## src/rtl/bcd_arbiter.sv

```systemverilog
// Round-robin arbiter sharing one external binary-to-BCD converter between two requesters.
// A grant drives the converter's input, waits LATENCY cycles, then captures the digits and acks the granted requester.
module bcd_arbiter #(
    parameter int LATENCY = 2
) (
    input  logic        clk,
    input  logic        rst,
    input  logic        req0,
    input  logic [25:0] number0,
    input  logic        req1,
    input  logic [25:0] number1,
    output logic        ack0,
    output logic        ack1,
    output logic [31:0] result,
    output logic        busy,
    output logic [25:0] bcd_number,
    input  logic [31:0] bcd_digits
);

    typedef enum logic {
        IDLE = 1'b0,
        WAIT = 1'b1
    } state_t;

    // The counter reads LATENCY-1 just before edge E0+LATENCY, which is the capture edge.
    localparam logic [3:0] CNT_LAST = 4'(LATENCY - 1);

    state_t      state_q, state_d;
    logic [3:0]  cnt_q, cnt_d;
    logic        gnt_q, gnt_d;      // requester in flight: 0 or 1
    logic        last_q, last_d;    // requester granted most recently
    logic        ack0_d, ack1_d;
    logic        busy_d;
    logic [31:0] result_d;
    logic [25:0] number_d;
    logic        pick1;

    // NOTE: every signal written here gets a default first, so no path leaves one unassigned and no latch is inferred.
    always_comb begin
        state_d  = state_q;
        cnt_d    = cnt_q;
        gnt_d    = gnt_q;
        last_d   = last_q;
        ack0_d   = 1'b0;
        ack1_d   = 1'b0;
        busy_d   = busy;
        result_d = result;
        number_d = bcd_number;
        pick1    = 1'b0;

        case (state_q)
            IDLE: begin
                if (req0 || req1) begin
                    // On a tie the requester not granted last wins.
                    pick1    = req1 && (!req0 || !last_q);
                    gnt_d    = pick1;
                    last_d   = pick1;
                    number_d = pick1 ? number1 : number0;
                    cnt_d    = 4'd0;
                    busy_d   = 1'b1;
                    state_d  = WAIT;
                end
            end
            WAIT: begin
                if (cnt_q == CNT_LAST) begin
                    result_d = bcd_digits;
                    ack0_d   = !gnt_q;
                    ack1_d   = gnt_q;
                    busy_d   = 1'b0;
                    cnt_d    = 4'd0;
                    state_d  = IDLE;
                end else begin
                    cnt_d = cnt_q + 4'd1;
                end
            end
            default: state_d = IDLE;
        endcase
    end

    // NOTE: sequential state uses non-blocking assignments so every register samples pre-edge values.
    always_ff @(posedge clk) begin
        if (rst) begin
            state_q    <= IDLE;
            cnt_q      <= 4'd0;
            gnt_q      <= 1'b0;
            last_q     <= 1'b1;
            ack0       <= 1'b0;
            ack1       <= 1'b0;
            busy       <= 1'b0;
            result     <= 32'd0;
            bcd_number <= 26'd0;
        end else begin
            state_q    <= state_d;
            cnt_q      <= cnt_d;
            gnt_q      <= gnt_d;
            last_q     <= last_d;
            ack0       <= ack0_d;
            ack1       <= ack1_d;
            busy       <= busy_d;
            result     <= result_d;
            bcd_number <= number_d;
        end
    end

endmodule
```

## config.mk

```make
export PLATFORM = sky130hd
export DESIGN_NAME = bcd_arbiter
export DESIGN_NICKNAME = d
export VERILOG_FILES = /design/src/rtl/bcd_arbiter.sv
export SDC_FILE = /design/constraint.sdc
export NUM_CORES = 1
export LEC_CHECK = 0
export ABC_AREA = 1
export BUFFER_PORTS_ARGS = -buffer_cell sky130_fd_sc_hd__buf_4
export CAP_MARGIN = 20
export CORE_MARGIN = 4
export CORE_UTILIZATION = 28
export CTS_BUF_LIST = sky130_fd_sc_hd__clkbuf_4 sky130_fd_sc_hd__clkbuf_8
export CTS_CLUSTER_DIAMETER = 200
export DETAILED_ROUTE_END_ITERATION = 16
export PLACE_DENSITY = 0.56
export REMOVE_ABC_BUFFERS = 1
export SYNTH_ARGS = -nofsm -noshare
export SYNTH_HDL_FRONTEND = slang
export SYNTH_SLANG_ARGS = --single-unit
```

## constraint.sdc

```tcl
create_clock -name clk -period 2.1 [get_ports clk]
set_input_delay 0.105 -clock clk [delete_from_list [all_inputs] [get_ports clk]]
set_output_delay 0.105 -clock clk [all_outputs]
set_load 0.1 [all_outputs]
```

-- Word level (Yosys, flattened, before mapping)
Index checks and enable logic that the tools add are counted.
- word-level logic and storage cells: 35
- bits in registers: 68
- input bits: 88
- output and inout port bits: 61
- add/sub/neg operators: 1
- multiplexer cells: 10
- bitwise gates (word level): 2
- equality and inequality tests: 3
- reduce and logical (&&, ||, !) cells: 10
- operator list (operator ; number):
    26-bit 2-to-1 mux ; 1
    4-bit 2-to-1 mux ; 2
    4-bit one-hot mux with 2 select lines ; 1
    2-bit AND reduction ; 3
    4-bit by 1-bit adder with 4-bit output (second input constant) ; 1
    4-bit by 1-bit equality test with 1-bit output (second input constant) ; 1
    1-bit 2-to-1 mux ; 4
    1-bit one-hot mux with 2 select lines ; 2
    1-bit zero test ; 3
    3-bit OR reduction ; 1
    1-bit logical OR ; 2
    2-bit by 1-bit inequality test with 1-bit output (second input constant) ; 1
    2-bit inequality test (second input constant) ; 1
    1-bit inverter ; 2
    1-bit logical AND ; 1

-- Longest topological paths before layout
- depth after elaboration: 4
- mapped depth: 8

-- Worst setup path after synthesis
Ideal clock, no wire load.
- kind: flip-flop to flip-flop
- from: register, netlist name bcd_number[0]
- to: register bcd_number[0]
- arrival: 1245 ps
- period minus slack after synthesis: 1316 ps
- required time: 2029 ps
- path slack: 784 ps
- cell stages (with the launch flop): 3
- path buffers: 0
- cell sequence: dfxtp_1 > o21ai_0 > a21oi_1
- RTL lines (element ; line ; text):
    end signal: assignment ; 101 ; bcd_number <= number_d;
    end: declaration ; 16 ; output logic [25:0] bcd_number,

-- Worst setup path after layout
- from: register cnt_q[0]
- to: register result[3]
- longest elaborated chain between the ends: 2
- RTL lines (element ; line ; text):
    start: declaration ; 29 ; logic [3:0] cnt_q, cnt_d;
    start signal: assignment ; 94 ; cnt_q <= cnt_d;
    4-bit by 1-bit equality test with 1-bit output ; 65 ; if (cnt_q == CNT_LAST) begin
    2-bit AND reduction (no line) ; -- ;
    end signal: assignment ; 100 ; result <= result_d;
    end: declaration ; 14 ; output logic [31:0] result,
No other way between the ends.
A chain may end at the register's enable or synchronous reset.

==> summary.txt <==
Worst hold path
  – Worst min path class: input port to flip-flop

Synth
  – Synth top area cells: dfxtp_1, nand2_1, nand3_1, a21oi_1, inv_1
  – Mapped Area: 2900 um2
  – Post-synth EDFFs: 0
  – Top cell type's share of synthesized area: 46.9%
  – Most common cell in the netlist: nand2_1
  – Synth cell count leaders: nand2_1, dfxtp_1, nand3_1
  – Most used DFF post-synth: dfxtp_1
  – Post-synthesis sequential area ratio: 46.9%
  – Count of state elements after synthesis: 68
  – Post-Syn Instances: 396
  – Area leader, netlist: dfxtp_1
  – Avg Cell Area, Syn: 7.33 um2
  – Async S/R FF share, synth: 0%
  – Yosys warns: 0
  – Post-synth cell types: 23

STA
  – Final max-slew violation count: 0
  – Fin. Hold Viols: 0
  – Final setup vio count: 0
  – Tmin final: 1.45 ns
  – Slew Limit Headroom: 65.3%
  – Period utilization: 69.2%
  – Worst-Margin Slew: 0.517 ns
  – Clock Skew: 0.00770 ns
  – Setup_tns: 0 ns
  – Fmax: 688 MHz
  – RSZ-0062 raised after global routing: no

Routing
  – Number of iterations in the first detailed-routing pass: 6
  – Initial DRC count: 154
  – Vias per cell: 4.43
  – Drt wl/cell: 12.5 um
  – DRT Wirelength: 8810 um
  – Met3 routed WL: 962 um
  – DR vias: 3,130
  – DRC: 0
  – Final ANT Viol Nets: 0
  – Metal-1 WL: 3750 um
  – Met2 routed WL: 4010 um
  – Max Used Layer: met4

Floorplanning
  – IO Pins: 149
  – Core Rows: 36
  – Initial Utilization: 29.3%
  – Vert. Die Dim: 110 um
  – Die area: 12,100 um2
  – Core ar.: 9910 um2
  – Die Wd: 110 um

Placed design
  – Port bufs: 148
  – GP Congestion: 0.763
  – Detailed placement HPWL: 6040 um

Setup path
  – WS Path Type: flip-flop to flip-flop
  – WP data required: 2.38 ns
  – Max FO, Critical Path: 26
  – Worst setup SP type: flip-flop
  – Crit. End Element: flip-flop
  – Worst EP arrival: 1.73 ns

Global routing
  – Largest net degree at the start of global routing: 69
  – GRT Resource Usage Total: 14.7%
  – Initial antenna violation count: 0
  – Vias in the first global route: 2,973
  – Grt total ovfl: 0
  – First-pass GRT wire length: 13,800 um

Power
  – Maximum VDD drop: 0.000429 V
  – Leak: 0.00244 uW
  – Pwr/cell area: 866 nW/um2

Finish
  – Core Util, Final: 47.0%
  – Antenna cells: 0
  – Nets@finish: 659
  – Layout area overhead: 60.5%
  – Layout cells sized above 1: 30.9%
  – Multi-input logic area: 1220 um2
  – Seq. cell area: 1360 um2
  – Fillers: 998

Clock tree
  – CTS Sinks: 68
  – Worst-Skew Late Latency: 0.34 ns
  – H-Tree Depth: 3
  – Clock Path Buffers: 2
  – Clock slew at reported path FFs: 0.07 ns
  – TritonCTS Buffers: 9
  – Post-CTS Repair Setup Buffers: 0
  – CTS tree: built
  – Root buffer cell: clkbuf_8

Status
  – Status: complete, no violations

Run
  – Max-cap violation count: 0
## report_power, final
| group | internal (uW) | switching (uW) |
|---|---|---|
| Combinational | 334 | 849 |
| Sequential | 1380 | 53.6 |
| Clock | 907 | 510 |
| Total | 2620 | 1410 |
## cells in the final DEF (no fill, tap or decap), drive strengths merged
cell	netlist	layout
nand2	123	123
a21oi	31	31
inv	36	37
nor3	1	1
ha	2	2
nand3	68	68
nor2	12	12
nand4	1	1
buf	23	152
clkinvlp	0	1
dlygate4sd3	0	36
o21ai	27	27
nand3b	1	1
dfxtp	68	68
bufinv	0	4
clkbuf	3	9
## flip-flops by register name (all words and copies together) (netlist names)
| name | flops |
|---|---|
| result | 32 |
| bcd_number | 26 |
| cnt_q | 4 |
| ack0 | 1 |
| ack1 | 1 |
| busy | 1 |
| gnt_q | 1 |
| last_q | 1 |
| state_q | 1 |
## worst paths after layout
kind                             startpoint        endpoint  slack, ns  cells past startpoint
worst min register to register        gnt_q            ack0       0.45                      1
worst max-delay path               cnt_q[0]       result[3]       0.65                      6
worst min-delay path            number1[16]  bcd_number[16]       0.02                      3
worst max register to register     cnt_q[0]       result[3]       0.65                      6
## metal layers
| metal | track usage, % | vias to the layer above |
|---|---|---|
| li1 | - | 1612 |
| met1 | 17.5 | 1386 |
| met2 | 23.5 | 124 |
| met3 | 6.87 | 8 |
| met4 | 4.27 | 0 |
| met5 | 0 | - |
## stage by stage
step                area [um2]  hold slack [ns]  setup slack, ns  instances  power (uW)
finish                    4660           0.0241            0.647        706        4030
global route              4660          0.00237            0.474        706        4220
CTS                       4650          0.00104            0.629        705        4090
detailed placement        4040            0.324            0.626        655        2600
global placement          4040            0.324            0.712        655        2590
floorplan                 2720            0.174            0.296        370        2250
## timing repair
action                                  in CTS  in global routing
endpoints found under the setup margin       0                  0
hold buffers                                35                  1
hold endpoints to repair                    38                  1
resized for setup                            0                  0
## cell families after synthesis
group | count (synthesis) | share of synthesized area [%]
DFF | 68 | 46.9
AOI/OAI and AO/OA | 58 | 10.0
buffers and inverters | 62 | 11.1
adders and majority gates | 2 | 0.862
and+or+nand+nor | 206 | 31.1
## area by class of cell
class | instances | area share (%)
inverters | 36 | 2.96
well taps | 133 | 3.57
clock buffers | 9 | 2.66
repair buffers | 188 | 32.5
clock inverters | 6 | 2.93
flip-flops and latches | 68 | 29.2
multi-input cells | 266 | 26.1
## critical path: stages, from the launching register on
cell	delay [ns]
dfxtp_1	0.43
ha_1	0.19
nand2_2	0.11
nor2_8	0.17
buf_4	0.29
nand3_1	0.12
nand2_1	0.08
No activity file was read; power rests on OpenSTA's default activity.
